File: src/rtl/el2_ic_pkg.sv
// Shared types and constants for the I-cache fill/debug write path.
// ecc_mask() builds the per-check-bit data masks for the 64-bit Hamming SEC code.
package el2_ic_pkg;

    localparam int BEATS_PER_LINE = 8;
    localparam int ADDR_W         = 12;
    localparam int ECC_W          = 7;
    localparam int IC_WORD_W      = 71;
    localparam int LINE_OFF_W     = 6;

    typedef enum logic {
        IDLE = 1'b0,
        FILL = 1'b1
    } state_t;

    // Data bits fill codeword positions 1..71 that are not powers of two.
    function automatic logic [63:0] ecc_mask(input int check_bit);
        logic [63:0] m;
        int          d;
        m = '0;
        d = 0;
        for (int p = 1; p < 72; p++) begin
            if ((p & (p - 1)) != 0) begin
                if (((p >> check_bit) & 1) != 0) begin
                    m[d] = 1'b1;
                end
                d++;
            end
        end
        return m;
    endfunction

endpackage

File: src/rtl/el2_ic_fill_wr_if.sv
// Request-side handshakes and array write port of the I-cache fill writer.
interface el2_ic_fill_wr_if;
    import el2_ic_pkg::*;

    logic                  io_miss_valid;
    logic                  io_miss_ready;
    logic [ADDR_W-1:0]     io_miss_addr;
    logic [1:0]            io_miss_way;
    logic                  io_beat_valid;
    logic                  io_beat_ready;
    logic [63:0]           io_beat_data;
    logic                  io_beat_err;
    logic                  io_dbg_wr_valid;
    logic                  io_dbg_wr_ready;
    logic [ADDR_W-1:0]     io_dbg_addr;
    logic [1:0]            io_dbg_way;
    logic [IC_WORD_W-1:0]  io_dbg_data;
    logic [ADDR_W-1:0]     io_ic_rw_addr;
    logic [1:0]            io_ic_wr_en;
    logic [1:0]            io_ic_wr_bank;
    logic [IC_WORD_W-1:0]  io_ic_wr_data_0;
    logic [IC_WORD_W-1:0]  io_ic_wr_data_1;
    logic                  io_fill_done;
    logic                  io_fill_err;
    logic                  io_busy;

    modport slave (
        input  io_miss_valid, io_miss_addr, io_miss_way,
        input  io_beat_valid, io_beat_data, io_beat_err,
        input  io_dbg_wr_valid, io_dbg_addr, io_dbg_way, io_dbg_data,
        output io_miss_ready, io_beat_ready, io_dbg_wr_ready,
        output io_ic_rw_addr, io_ic_wr_en, io_ic_wr_bank,
        output io_ic_wr_data_0, io_ic_wr_data_1,
        output io_fill_done, io_fill_err, io_busy
    );

    modport master (
        output io_miss_valid, io_miss_addr, io_miss_way,
        output io_beat_valid, io_beat_data, io_beat_err,
        output io_dbg_wr_valid, io_dbg_addr, io_dbg_way, io_dbg_data,
        input  io_miss_ready, io_beat_ready, io_dbg_wr_ready,
        input  io_ic_rw_addr, io_ic_wr_en, io_ic_wr_bank,
        input  io_ic_wr_data_0, io_ic_wr_data_1,
        input  io_fill_done, io_fill_err, io_busy
    );

endinterface

File: src/rtl/el2_ic_ecc_gen.sv
// Combinational 7-bit Hamming SEC check-bit generator for one 64-bit beat.
module el2_ic_ecc_gen
    import el2_ic_pkg::*;
(
    input  logic [63:0]      data_i,
    output logic [ECC_W-1:0] ecc_o
);

    for (genvar i = 0; i < ECC_W; i++) begin : g_chk
        localparam logic [63:0] MASK = ecc_mask(i);
        assign ecc_o[i] = ^(data_i & MASK);
    end

endmodule

File: src/rtl/el2_ic_fill_wr.sv
// I-cache data-array write initiator: packs fill beats into ECC-protected
// even/odd bank pairs and forwards raw debug writes.
//
// state | meaning
// IDLE  | accepting a miss or a debug write; miss wins a collision
// FILL  | draining 8 beats, writing each even/odd pair unless the line errored
module el2_ic_fill_wr
    import el2_ic_pkg::*;
(
    input logic             clock,
    input logic             io_rst_l,
    el2_ic_fill_wr_if.slave bus
);

    state_t                state_q, state_d;
    logic [2:0]            cnt_q, cnt_d;
    logic                  err_q, err_d;
    logic [5:0]            line_q, line_d;
    logic [1:0]            way_q, way_d;
    logic [63:0]           even_q, even_d;
    logic [ADDR_W-1:0]     rw_addr_q, rw_addr_d;
    logic [1:0]            wr_en_q, wr_en_d;
    logic [1:0]            wr_bank_q, wr_bank_d;
    logic [IC_WORD_W-1:0]  wd0_q, wd0_d;
    logic [IC_WORD_W-1:0]  wd1_q, wd1_d;
    logic                  done_q, done_d;
    logic                  ferr_q, ferr_d;

    logic                  miss_ready, beat_ready, dbg_ready;
    logic                  line_err;
    logic [ECC_W-1:0]      ecc_even, ecc_odd;

    // The even beat is held raw; its check bits are formed when the pair goes out.
    el2_ic_ecc_gen u_ecc_even (.data_i(even_q),           .ecc_o(ecc_even));
    el2_ic_ecc_gen u_ecc_odd  (.data_i(bus.io_beat_data), .ecc_o(ecc_odd));

    always_comb begin
        state_d    = state_q;
        cnt_d      = cnt_q;
        err_d      = err_q;
        line_d     = line_q;
        way_d      = way_q;
        even_d     = even_q;
        rw_addr_d  = rw_addr_q;
        wr_en_d    = 2'b00;
        wr_bank_d  = 2'b00;
        wd0_d      = wd0_q;
        wd1_d      = wd1_q;
        done_d     = 1'b0;
        ferr_d     = 1'b0;
        miss_ready = 1'b0;
        beat_ready = 1'b0;
        dbg_ready  = 1'b0;
        line_err   = err_q;

        case (state_q)
            IDLE: begin
                miss_ready = 1'b1;
                dbg_ready  = !bus.io_miss_valid;
                if (bus.io_miss_valid) begin
                    line_d  = bus.io_miss_addr[ADDR_W-1:LINE_OFF_W];
                    way_d   = bus.io_miss_way;
                    cnt_d   = 3'd0;
                    err_d   = 1'b0;
                    state_d = FILL;
                end else if (bus.io_dbg_wr_valid) begin
                    wr_en_d   = bus.io_dbg_way;
                    rw_addr_d = bus.io_dbg_addr;
                    wr_bank_d = bus.io_dbg_addr[3] ? 2'b10 : 2'b01;
                    wd0_d     = bus.io_dbg_data;
                    wd1_d     = bus.io_dbg_data;
                end
            end
            FILL: begin
                beat_ready = 1'b1;
                if (bus.io_beat_valid) begin
                    line_err = err_q | bus.io_beat_err;
                    err_d    = line_err;
                    cnt_d    = cnt_q + 3'd1;
                    if (!cnt_q[0]) begin
                        even_d = bus.io_beat_data;
                    end else if (!line_err && (way_q != 2'b00)) begin
                        wr_en_d   = way_q;
                        wr_bank_d = 2'b11;
                        rw_addr_d = {line_q, cnt_q[2:1], 4'b0000};
                        wd0_d     = {ecc_even, even_q};
                        wd1_d     = {ecc_odd, bus.io_beat_data};
                    end
                    if (cnt_q == 3'(BEATS_PER_LINE - 1)) begin
                        state_d = IDLE;
                        done_d  = !line_err;
                        ferr_d  = line_err;
                    end
                end
            end
            default: state_d = IDLE;
        endcase
    end

    always_ff @(posedge clock) begin
        if (!io_rst_l) begin
            state_q   <= IDLE;
            cnt_q     <= 3'd0;
            err_q     <= 1'b0;
            line_q    <= '0;
            way_q     <= 2'b00;
            even_q    <= '0;
            rw_addr_q <= '0;
            wr_en_q   <= 2'b00;
            wr_bank_q <= 2'b00;
            wd0_q     <= '0;
            wd1_q     <= '0;
            done_q    <= 1'b0;
            ferr_q    <= 1'b0;
        end else begin
            state_q   <= state_d;
            cnt_q     <= cnt_d;
            err_q     <= err_d;
            line_q    <= line_d;
            way_q     <= way_d;
            even_q    <= even_d;
            rw_addr_q <= rw_addr_d;
            wr_en_q   <= wr_en_d;
            wr_bank_q <= wr_bank_d;
            wd0_q     <= wd0_d;
            wd1_q     <= wd1_d;
            done_q    <= done_d;
            ferr_q    <= ferr_d;
        end
    end

    assign bus.io_miss_ready   = miss_ready;
    assign bus.io_beat_ready   = beat_ready;
    assign bus.io_dbg_wr_ready = dbg_ready;
    assign bus.io_ic_rw_addr   = rw_addr_q;
    assign bus.io_ic_wr_en     = wr_en_q;
    assign bus.io_ic_wr_bank   = wr_bank_q;
    assign bus.io_ic_wr_data_0 = wd0_q;
    assign bus.io_ic_wr_data_1 = wd1_q;
    assign bus.io_fill_done    = done_q;
    assign bus.io_fill_err     = ferr_q;
    assign bus.io_busy         = (state_q != IDLE);

endmodule
File: src/flat_wrapper.sv
// flat-port wrapper written by rule: the top's interface ports become plain ports
module el2_ic_fill_wr_flat import el2_ic_pkg::*;
  (clock, io_rst_l, bus_io_miss_valid, bus_io_miss_addr, bus_io_miss_way, bus_io_beat_valid, bus_io_beat_data, bus_io_beat_err, bus_io_dbg_wr_valid, bus_io_dbg_addr, bus_io_dbg_way, bus_io_dbg_data, bus_io_miss_ready, bus_io_beat_ready, bus_io_dbg_wr_ready, bus_io_ic_rw_addr, bus_io_ic_wr_en, bus_io_ic_wr_bank, bus_io_ic_wr_data_0, bus_io_ic_wr_data_1, bus_io_fill_done, bus_io_fill_err, bus_io_busy);
  el2_ic_fill_wr_if bus_i ();
  input logic clock;
  input logic io_rst_l;
  input wire logic [$bits(bus_i.io_miss_valid)-1:0] bus_io_miss_valid;
  input wire logic [$bits(bus_i.io_miss_addr)-1:0] bus_io_miss_addr;
  input wire logic [$bits(bus_i.io_miss_way)-1:0] bus_io_miss_way;
  input wire logic [$bits(bus_i.io_beat_valid)-1:0] bus_io_beat_valid;
  input wire logic [$bits(bus_i.io_beat_data)-1:0] bus_io_beat_data;
  input wire logic [$bits(bus_i.io_beat_err)-1:0] bus_io_beat_err;
  input wire logic [$bits(bus_i.io_dbg_wr_valid)-1:0] bus_io_dbg_wr_valid;
  input wire logic [$bits(bus_i.io_dbg_addr)-1:0] bus_io_dbg_addr;
  input wire logic [$bits(bus_i.io_dbg_way)-1:0] bus_io_dbg_way;
  input wire logic [$bits(bus_i.io_dbg_data)-1:0] bus_io_dbg_data;
  output wire logic [$bits(bus_i.io_miss_ready)-1:0] bus_io_miss_ready;
  output wire logic [$bits(bus_i.io_beat_ready)-1:0] bus_io_beat_ready;
  output wire logic [$bits(bus_i.io_dbg_wr_ready)-1:0] bus_io_dbg_wr_ready;
  output wire logic [$bits(bus_i.io_ic_rw_addr)-1:0] bus_io_ic_rw_addr;
  output wire logic [$bits(bus_i.io_ic_wr_en)-1:0] bus_io_ic_wr_en;
  output wire logic [$bits(bus_i.io_ic_wr_bank)-1:0] bus_io_ic_wr_bank;
  output wire logic [$bits(bus_i.io_ic_wr_data_0)-1:0] bus_io_ic_wr_data_0;
  output wire logic [$bits(bus_i.io_ic_wr_data_1)-1:0] bus_io_ic_wr_data_1;
  output wire logic [$bits(bus_i.io_fill_done)-1:0] bus_io_fill_done;
  output wire logic [$bits(bus_i.io_fill_err)-1:0] bus_io_fill_err;
  output wire logic [$bits(bus_i.io_busy)-1:0] bus_io_busy;
  assign bus_i.io_miss_valid = bus_io_miss_valid;
  assign bus_i.io_miss_addr = bus_io_miss_addr;
  assign bus_i.io_miss_way = bus_io_miss_way;
  assign bus_i.io_beat_valid = bus_io_beat_valid;
  assign bus_i.io_beat_data = bus_io_beat_data;
  assign bus_i.io_beat_err = bus_io_beat_err;
  assign bus_i.io_dbg_wr_valid = bus_io_dbg_wr_valid;
  assign bus_i.io_dbg_addr = bus_io_dbg_addr;
  assign bus_i.io_dbg_way = bus_io_dbg_way;
  assign bus_i.io_dbg_data = bus_io_dbg_data;
  assign bus_io_miss_ready = bus_i.io_miss_ready;
  assign bus_io_beat_ready = bus_i.io_beat_ready;
  assign bus_io_dbg_wr_ready = bus_i.io_dbg_wr_ready;
  assign bus_io_ic_rw_addr = bus_i.io_ic_rw_addr;
  assign bus_io_ic_wr_en = bus_i.io_ic_wr_en;
  assign bus_io_ic_wr_bank = bus_i.io_ic_wr_bank;
  assign bus_io_ic_wr_data_0 = bus_i.io_ic_wr_data_0;
  assign bus_io_ic_wr_data_1 = bus_i.io_ic_wr_data_1;
  assign bus_io_fill_done = bus_i.io_fill_done;
  assign bus_io_fill_err = bus_i.io_fill_err;
  assign bus_io_busy = bus_i.io_busy;
  el2_ic_fill_wr u_core (.clock(clock), .io_rst_l(io_rst_l), .bus(bus_i));
endmodule
File: config.mk
export PLATFORM = sky130hd
export DESIGN_NAME = el2_ic_fill_wr_flat
export DESIGN_NICKNAME = d
export VERILOG_FILES = /design/src/rtl/el2_ic_pkg.sv /design/src/rtl/el2_ic_fill_wr_if.sv /design/src/rtl/el2_ic_ecc_gen.sv /design/src/rtl/el2_ic_fill_wr.sv /design/src/flat_wrapper.sv
export SDC_FILE = /design/constraint.sdc
export NUM_CORES = 1
export LEC_CHECK = 0
export CAP_MARGIN = 20
export CORE_MARGIN = 2
export CORE_UTILIZATION = 50
export CTS_BUF_LIST = sky130_fd_sc_hd__clkbuf_8 sky130_fd_sc_hd__clkbuf_16
export DETAILED_ROUTE_END_ITERATION = 10
export PLACE_DENSITY = 0.91
export SETUP_SLACK_MARGIN = 0.5
export SKIP_CTS_REPAIR_TIMING = 1
export SLEW_MARGIN = 20
export SYNTH_ARGS = -nofsm -noshare
export SYNTH_HDL_FRONTEND = slang
export SYNTH_HIERARCHICAL = 1
export SYNTH_SLANG_ARGS = --single-unit
File: constraint.sdc
create_clock -name clock -period 2.7 [get_ports clock]
set_input_delay 0.675 -clock clock [delete_from_list [all_inputs] [get_ports clock]]
set_output_delay 0.675 -clock clock [all_outputs]
set_load 0.05 [all_outputs]
==> results of run 1 <==
routing by layer:
layer,routed length [um],up-vias,track usage
li1,-,5645,-
met5,0,-,0
met2,22400,860,0.518
met3,4770,190,0.0640
met4,2460,0,0.135
met1,18400,6037,0.415
per-stage QoR:
| stage | power (W) | cells |
|---|---|---|
| 4_1_cts | 0.0110 | 2064 |
| 2_1_floorplan | 0.00632 | 1389 |
| 3_3_place_gp | 0.00750 | 2020 |
| 3_5_place_dp | 0.00758 | 2020 |
| 6_report | 0.0113 | 2071 |
| 5_1_grt | 0.0117 | 2071 |
sequential cells by signal (all words and copies together), names as in the netlist:
| signal | cells |
|---|---|
| u_core/bus.io_ic_wr_data_0 | 71 |
| u_core/bus.io_ic_wr_data_1 | 71 |
| u_core/even_q | 64 |
| u_core/bus.io_ic_rw_addr | 12 |
| u_core/line_q | 6 |
| u_core/cnt_q | 3 |
| u_core/bus.io_ic_wr_bank | 2 |
| u_core/bus.io_ic_wr_en | 2 |
| u_core/way_q | 2 |
| u_core/bus.io_busy | 1 |
| u_core/bus.io_fill_done | 1 |
| u_core/bus.io_fill_err | 1 |
| u_core/err_q | 1 |
kinds of logic after synthesis:
logic type	Yosys count	synth area share
XOR/XNOR	230	0.180
AND/OR/NAND/NOR	243	0.0889
adder cells (fa/ha/maj)	2	0.00197
multiplexers	12	0.00945
flip-flops	237	0.373
buffers and inverters	138	0.0547
AO/OA/AOI/OAI	527	0.292
layout make-up:
| type | count | area [um2] |
|---|---|---|
| clock inverters | 7 | 40.0 |
| flip-flops and latches | 237 | 4770 |
| clock buffers | 37 | 791 |
| fillers | 1558 | 6330 |
| inverters | 2 | 15.0 |
| diodes | 2 | 5.00 |
| repair buffers | 442 | 4940 |
| well taps | 330 | 413 |
| multi-input cells | 1014 | 7730 |
worst max-delay path, delay by kind of cell:
| kind | cells | cell delay [ns] |
|---|---|---|
| AO/OA/AOI/OAI | 2 | 0.37 |
| XOR/XNOR | 4 | 1.11 |
| buffers and inverters | 2 | 0.64 |
worst paths after layout:
kind | startpoint | end | slack, ns | cells past startpoint
setup reg to reg | u_core/even_q[46]$_SDFFE_PN0P_ | u_core/bus.io_ic_wr_data_0[69]$_SDFFE_PN0P_ | 0.44 | 7
setup / recovery | bus_io_beat_data[40] | u_core/bus.io_ic_wr_data_1[69]$_SDFFE_PN0P_ | 0.34 | 8
hold / removal | u_core/bus.io_ic_rw_addr[0]$_SDFFE_PN0P_ | u_core/bus.io_ic_rw_addr[0]$_SDFFE_PN0P_ | 0.46 | 2
hold reg to reg | u_core/bus.io_ic_rw_addr[0]$_SDFFE_PN0P_ | u_core/bus.io_ic_rw_addr[0]$_SDFFE_PN0P_ | 0.46 | 2
synth_stat cells:
| cell type | count |
|---|---|
| dfxtp_1 | 237 |
| mux2i_1 | 12 |
| xnor2_1 | 180 |
| nor2b_1 | 73 |
| inv_1 | 1 |
| nor3_1 | 1 |
| buf_6 | 11 |
| inv_2 | 1 |
| o22ai_1 | 1 |
| a21oi_1 | 217 |
| xor2_1 | 26 |
| nand2_1 | 152 |
| o21a_1 | 1 |
| xnor3_1 | 14 |
| and3b_1 | 1 |
| buf_4 | 10 |
| clkbuf_1 | 56 |
| a21o_1 | 1 |
| and4bb_1 | 1 |
| nand2b_1 | 1 |
| ha_1 | 2 |
| xnor2_2 | 10 |
| nand3b_1 | 1 |
| a32oi_1 | 2 |
| a211oi_1 | 243 |
| a22oi_1 | 3 |
| nor2_1 | 9 |
| nand3_1 | 2 |
| a211oi_2 | 59 |
| buf_1 | 13 |
| and2_1 | 1 |
| buf_2 | 46 |
| nor3b_2 | 1 |
layout by cell type (no fill, tap or decap), types with 3 or more instances in the layout:
| cell | n |
|---|---|
| a211oi_1 | 242 |
| dfxtp_1 | 220 |
| a21oi_1 | 216 |
| dlymetal6s2s_1 | 209 |
| nand2_1 | 152 |
| xnor2_1 | 136 |
| clkdlybuf4s50_1 | 116 |
| buf_4 | 90 |
| nor2b_1 | 73 |
| a211oi_2 | 60 |
| xnor2_2 | 51 |
| clkbuf_16 | 25 |
| buf_12 | 21 |
| xor2_1 | 19 |
| dfxtp_2 | 16 |
| clkbuf_8 | 12 |
| mux2i_1 | 12 |
| xnor3_1 | 11 |
| nor2_1 | 8 |
| xor2_2 | 7 |
| buf_6 | 6 |
| inv_1 | 5 |
| a22oi_1 | 3 |
| xnor2_4 | 3 |
| xnor3_2 | 3 |
power breakdown:
part / switching (W) / internal [W]
logic: 0.00217 / 0.00183
clock network: 0.00145 / 0.00201
registers: 0.000169 / 0.00370
total: 0.00379 / 0.00755
==> impl_metrics.toml, run 1 <==
[critical_path]
start_kind = "primary input"
crit_slowest_cell = "xnor3_1"
cp_common_cell = "xnor2_2"
cp.required_ns = 3.14
crit_path_end_kind = "register"
max_stage_delay_ns = 0.50
cp.arrival_ns = 2.80
path_max_fanout = 2
path_class = "primary input to register"
cp_cell_sequence = "clkdlybuf4s50_1, xnor2_2, buf_4, xnor2_1, xnor3_1, xnor2_2, a21oi_1, a211oi_1"

[timing]
period_needed_ns = 2.36
finClkSkew_ns = 0.0143
period_share = 0.874
slew_violations = 0
rsz0062_at_grt = "true"
max_slew_margin = 0.594
fin_tns_setup_ns = 0
hold_ws_ns = 0.464
finalHoldViolCount = 0
finalSetupViolCount = 0
max_freq_mhz = 424
tightest_slew_ns = 0.608
setup_slack_ns = 0.341

[finish]
post-route-cell-area_um2 = 18700
postLayoutCoreUtil = 0.747
area_growth_pct = 47.2
drive_above_1_share = 0.176
fin_nets = 1893

[placed_design]
place.port_buffers = 326
pre_cts_slack_ns = -0.351
dpl.hpwl_mm = 32.0
place_congestion = 0.954
placed_area_um2 = 16800

[die]
row_count = 58
coreArea_um2 = 25000
die_area_um2 = 26700
die_w_um = 163
dieHeight_um = 163
boundaryPins = 333
initial_core_util = 0.508

[logic_synthesis]
synth.area.top_cells = "dfxtp_1 (37%), a211oi_1 (14%), xnor2_1 (12%)"
ys_ff_latch = 237
syn_inst = 1389
avgSynthCellArea_um2 = 9.15
ys_seq_area_frac = 0.373
synth_top_area_share = 0.373
netlist_area_um2 = 12700
ys_warn_count = 6
synthDistinctLibCells = 33
synth_area_leader_cell = "dfxtp_1"
syn_nets = 1560

[clocking]
ctsRootBufferMaster = "clkbuf_16"
cts_buffers = 25
clk_path_buf_depth = 3
cts.sinks = 237
clk_latency_ns = 0.54
cts_tree = "built"
cts.clk_slew.worst_paths_ns = 0.06
h-tree-depth = 1

[drt]
viasPerCell = 6.15
routed_wire_length_per_instance_um = 23.2
route.vias.total = 12700
route.detailed.drc = 0
antenna_left = 0
drt_wl_total_mm = 48.0
drt_first_pass_iters = 5
drt_iter0_drc = 1456

[worst_hold_path]
hold_path_class = "register to register"

[global_routing]
grt_usage = 0.319
grt_pass1_wl_mm = 67.1
grt_max_degree = 86
antenna_found_initial = 2
grt_overflow = 0
grt_pass1_vias = 12000

[outcome]
status = "completed"

[pwr]
p_per_area_nw_per_um2 = 606
peakVddDrop_uv = 437
p_leak_nw = 9.43

[job]
maxCapViolCount = 0
Note: power is estimated with default switching activity, not from simulation.
==> run 2, diff against run 1 <==
--- a/config.mk
+++ b/config.mk
@@ -10,6 +10,7 @@
 export CORE_UTILIZATION = 50
 export CTS_BUF_LIST = sky130_fd_sc_hd__clkbuf_8 sky130_fd_sc_hd__clkbuf_16
 export DETAILED_ROUTE_END_ITERATION = 10
+export MAX_ROUTING_LAYER = met4
 export PLACE_DENSITY = 0.91
 export SETUP_SLACK_MARGIN = 0.5
 export SKIP_CTS_REPAIR_TIMING = 1
==> impl_metrics.toml, run 2 (synthesis results as in run 1) <==
[drt]
wl_met3_mm = 4.02
drt_wl_total_mm = 46.7
viasPerCell = 6.04
route.vias.total = 12600
drt_iter0_drc = 1661
routed_wire_length_per_instance_um = 22.4
wl_met2_mm = 22.2
drt_first_pass_iters = 6
route.detailed.drc = 0
antenna_left = 0
route.layer.met1.wl_mm = 18.6
highest_layer = "met4"

[pwr]
seqPwrFrac = 0.336
peakVddDrop_uv = 442
fin_total_pwr_w = 0.0115
power_frac_comb = 0.343
p_per_area_nw_per_um2 = 617
p_leak_nw = 9.43
clockPowerShare = 0.321
power_report.internal_total_w = 0.00777
sw_frac_of_total = 0.326
p_switching_w = 0.00376

[critical_path]
crit_path_end_kind = "register"
start_kind = "register"
path_class = "register to register"
cp.arrival_ns = 2.77
path_max_fanout = 4
cp.required_ns = 3.16

[placed_design]
pre_cts_slack_ns = -0.440
place.port_buffers = 326
dpl.hpwl_mm = 32.0
place_congestion = 0.966

[global_routing]
antenna_found_initial = 8
grt_max_degree = 79
grt_overflow = 0
grt_pass1_wl_mm = 67.4
grt_pass1_vias = 12200
grt_usage = 0.329

[die]
initial_core_util = 0.508
coreArea_um2 = 25000
die_w_um = 163
boundaryPins = 333
dieHeight_um = 163
row_count = 58
die_area_um2 = 26700

[timing]
slew_violations = 0
rsz0062_at_grt = "true"
finClkSkew_ns = 0.0131
max_freq_mhz = 433
finalSetupViolCount = 0
tightest_slew_ns = 0.605
period_share = 0.856
max_slew_margin = 0.596
setup_slack_ns = 0.390
finalHoldViolCount = 0
period_needed_ns = 2.31

[clocking]
cts_tree = "built"
clk_latency_ns = 0.53
cts.clk_slew.worst_paths_ns = 0.07
cts.sinks = 237
ctsRootBufferMaster = "clkbuf_16"
clk_path_buf_depth = 3
h-tree-depth = 1
cts_buffers = 24

[finish]
fin_nets = 1899
final_common_cell = "a211oi_1"
drive_above_1_share = 0.169
area_growth_pct = 47.0
layout_common_cells = "a211oi_1 (243), dfxtp_1 (220), a21oi_1 (217)"
nFillCells = 1565

[worst_hold_path]
hold_path_class = "register to register"

[outcome]
status = "completed"

[job]
maxCapViolCount = 0
## run 2: cell count changes in the layout (fill, tap and decap cells not counted), sizes merged
| cell | previous run | this run |
|---|---|---|
| buf | 117 | 124 |
| diode | 2 | 9 |
| inv | 7 | 8 |
| clkdlybuf4s50 | 116 | 113 |
| clkinvlp | 1 | 2 |
| dlymetal6s2s | 209 | 212 |
| clkbuf | 37 | 28 |
| bufinv | 0 | 5 |
## run 2: worst max-delay path: stages, from the launching register on
cell and delay, ns:
dfxtp_1 0.47, xnor2_2 0.13, xnor2_2 0.28, xnor2_2 0.19, xnor3_1 0.48, xor2_1 0.32
a21oi_1 0.16, a211oi_2 0.22
## run 2: final cells by class
cell class                 count  area, um2  area share
multi-input combinational   1014       7640       0.409
timing repair buffer         449       4950       0.265
sequential                   237       4770       0.256
clock buffer                  28        678      0.0363
tap                          330        413      0.0221
clock inverter                14        193      0.0103
antenna                        9       22.5     0.00121
inverter                       2       15.0    0.000804
## run 2: power groups by stage
stage	Combinational (W)	Clock, W	Sequential [W]
finish	0.00396	0.00370	0.00387
CTS	0.00368	0.00371	0.00386
floorplan	0.00189	0	0.00443
detailed placement	0.00365	0	0.00394
global route	0.00410	0.00383	0.00389
global placement	0.00358	0	0.00393
## run 2: layer usage
metal | GRT usage | vias to the layer above
met4 | 0.126 | 0
met2 | 0.527 | 776
li1 | - | 5653
met5 | - | -
met3 | 0.0399 | 141
met1 | 0.426 | 6008
## run 2: per-stage QoR
| stage | hold slack [ns] | utilization | cells | cell area (um2) | setup TNS (ns) |
|---|---|---|---|---|---|
| after floorplan | 0.436 | - | 1389 | 12700 | 0 |
| after global placement | 0.444 | 0.671 | 2025 | 16800 | -1.39 |
| after detailed placement | 0.450 | 0.671 | 2025 | 16800 | -1.80 |
| after CTS | 0.459 | 0.706 | 2067 | 17700 | 0 |
| after global routing | 0.485 | 0.746 | 2082 | 18700 | 0 |
| final | 0.462 | 0.746 | 2083 | 18700 | 0 |
## run 2: path summary, 6_finish.rpt
check                                      start  depth (start not counted)                                     endpoint  slack, ns
setup reg to reg  u_core/even_q[17]$_SDFFE_PN0P_                          7  u_core/bus.io_ic_wr_data_0[68]$_SDFFE_PN0P_       0.39
hold / removal     u_core/line_q[0]$_SDFFE_PN0P_                          2                u_core/line_q[0]$_SDFFE_PN0P_       0.46
hold reg to reg    u_core/line_q[0]$_SDFFE_PN0P_                          2                u_core/line_q[0]$_SDFFE_PN0P_       0.46
setup / recovery  u_core/even_q[17]$_SDFFE_PN0P_                          7  u_core/bus.io_ic_wr_data_0[68]$_SDFFE_PN0P_       0.39
==> run 3, diff against run 2 <==
--- a/config.mk
+++ b/config.mk
@@ -7,11 +7,11 @@
 export LEC_CHECK = 0
 export CAP_MARGIN = 20
 export CORE_MARGIN = 2
-export CORE_UTILIZATION = 50
+export CORE_UTILIZATION = 45
 export CTS_BUF_LIST = sky130_fd_sc_hd__clkbuf_8 sky130_fd_sc_hd__clkbuf_16
 export DETAILED_ROUTE_END_ITERATION = 10
 export MAX_ROUTING_LAYER = met4
-export PLACE_DENSITY = 0.91
+export PLACE_DENSITY = 0.87
 export SETUP_SLACK_MARGIN = 0.5
 export SKIP_CTS_REPAIR_TIMING = 1
 export SLEW_MARGIN = 20
==> constraint.sdc (replaced) <==
create_clock -name clock -period 2.1 [get_ports clock]
set_input_delay 0.525 -clock clock [delete_from_list [all_inputs] [get_ports clock]]
set_output_delay 0.525 -clock clock [all_outputs]
set_load 0.05 [all_outputs]
==> impl_metrics.toml, run 3 (synthesis results as in run 1) <==
[worst_hold_path]
hold_path_class = "primary input to register"
hold_start = "bus_io_beat_data[3]"

[timing]
max_slew_margin = 0.663
setup_slack_ns = -0.159
tightest_slew_ns = 0.501
rsz0062_at_grt = "true"
finClkSkew_ns = 0.0151
slew_violations = 0
period_needed_ns = 2.26
period_share = 1.08
finalSetupViolCount = 4
finalHoldViolCount = 0
max_freq_mhz = 443

[critical_path]
timing.rr.end = "u_core/bus.io_ic_wr_data_0[67]$_SDFFE_PN0P_"
crit_path_end_kind = "register"
rr_worst_depth = 7
path_class = "register to register"
max_stage_delay_ns = 0.44
crit_start = "u_core/even_q[38]$_SDFFE_PN0P_"
worstSetupEndpoint = "u_core/bus.io_ic_wr_data_0[67]$_SDFFE_PN0P_"
cp.arrival_ns = 2.72
timing.rr.start = "u_core/even_q[38]$_SDFFE_PN0P_"
crit_slowest_cell = "dfxtp_1"
reg2reg_setup_slack_ns = -0.16
cp_cell_sequence = "xor2_1, xnor2_1, xnor2_2, xnor2_2, xor2_1, a21oi_2, a211oi_2"
cp.required_ns = 2.56
path_max_fanout = 2
start_kind = "register"

[finish]
fin_nets = 2019
post-route-cell-area_um2 = 21400
area_growth_pct = 68.2
fin_cells = 2252
drive_above_1_share = 0.462
layout_common_cells = "buf_4 (210), a21oi_1 (210), a211oi_1 (156)"

[die]
initial_core_util = 0.457
dieHeight_um = 172
die_area_um2 = 29600
boundaryPins = 333
die_w_um = 172
row_count = 61
coreArea_um2 = 27800

[pwr]
p_per_area_nw_per_um2 = 769
fin_total_pwr_w = 0.0164
peakVddDrop_uv = 586
p_leak_nw = 8.38

[clocking]
ctsRootBufferMaster = "clkbuf_16"
cts_buffers = 27
cts_tree = "built"
h-tree-depth = 1
cts.clk_slew.worst_paths_ns = 0.06
cts.sinks = 237
clk_latency_ns = 0.55
clk_path_buf_depth = 3

[outcome]
violations = "setup timing"
status = "finished, violations left"

[drt]
route.vias.total = 14500
routed_wire_length_per_instance_um = 27.8
viasPerCell = 6.46
drt_iter0_drc = 2015
drt_wl_total_mm = 62.7
antenna_left = 0
route.detailed.drc = 0
drt_first_pass_iters = 6

[global_routing]
grt_pass1_wl_mm = 70.6
grt_overflow = 0
grt_pass1_vias = 12300
grt_max_degree = 123
grt_usage = 0.316
antenna_found_initial = 5

[placed_design]
place.port_buffers = 326
place_congestion = 0.989
dp_cells = 2126
dpl.hpwl_mm = 34.4
placed_area_um2 = 17300

[job]
maxCapViolCount = 0
-- run 3: cell count changes in the layout (fill, tap and decap cells not counted), sizes merged --
cell	before	now
buf	124	396
dlymetal6s2s	212	31
clkbuf	28	75
clkdlybuf4s50	113	97
clkinv	1	5
diode	9	6
bufinv	5	4
inv	8	7
-- run 3: power by group --
group	internal [W]	switching (W)	leakage (nW)
registers	0.00478	0.000283	1.99
logic	0.00294	0.00328	5.90
clock network	0.00308	0.00207	0.488
-- run 3: worst min-delay path by stage --
stage	endpoint	slack [ns]	cells past startpoint
after floorplan	u_core/line_q[0]$_SDFFE_PN0P_	0.44	2
after global placement	u_core/line_q[5]$_SDFFE_PN0P_	0.44	2
after detailed placement	u_core/line_q[3]$_SDFFE_PN0P_	0.45	2
after CTS	u_core/bus.io_ic_rw_addr[0]$_SDFFE_PN0P_	0.47	2
after global routing	u_core/even_q[3]$_SDFFE_PN0P_	0.29	3
final	u_core/even_q[3]$_SDFFE_PN0P_	0.27	3
-- run 3: cell type report --
type | count | area [um2]
Multi-Input combinational cell | 1014 | 8900
Sequential cell | 237 | 4900
Clock buffer | 33 | 769
Timing Repair Buffer | 566 | 6120
Antenna cell | 6 | 15.0
Clock inverter | 16 | 180
Tap cell | 378 | 473
Inverter | 2 | 18.8
Fill cell | 1552 | 6400
-- run 3: metal layers --
layer  routed length [um]  track usage
met1                21300        0.410
met2                28800        0.497
met3                 7030       0.0453
met4                 5520        0.128
met5                    0            -
-- run 3: through the flow --
stage | util | hold WS (ns) | setup TNS [ns] | setup slack [ns]
finish | 0.770 | 0.271 | -0.336 | -0.159
global route | 0.769 | 0.292 | -0.395 | -0.147
CTS | 0.659 | 0.469 | -12.94 | -0.183
detailed placement | 0.624 | 0.451 | -12.80 | -0.675
global placement | 0.624 | 0.442 | -10.76 | -0.615
floorplan | - | 0.436 | 0 | 0.196
-- run 3: worst max-delay path, delay by kind of cell, from the launching register on --
| kind | cells | cell delay, ns |
|---|---|---|
| compound gates | 2 | 0.28 |
| xor+xnor | 5 | 1.45 |
| flops | 1 | 0.44 |
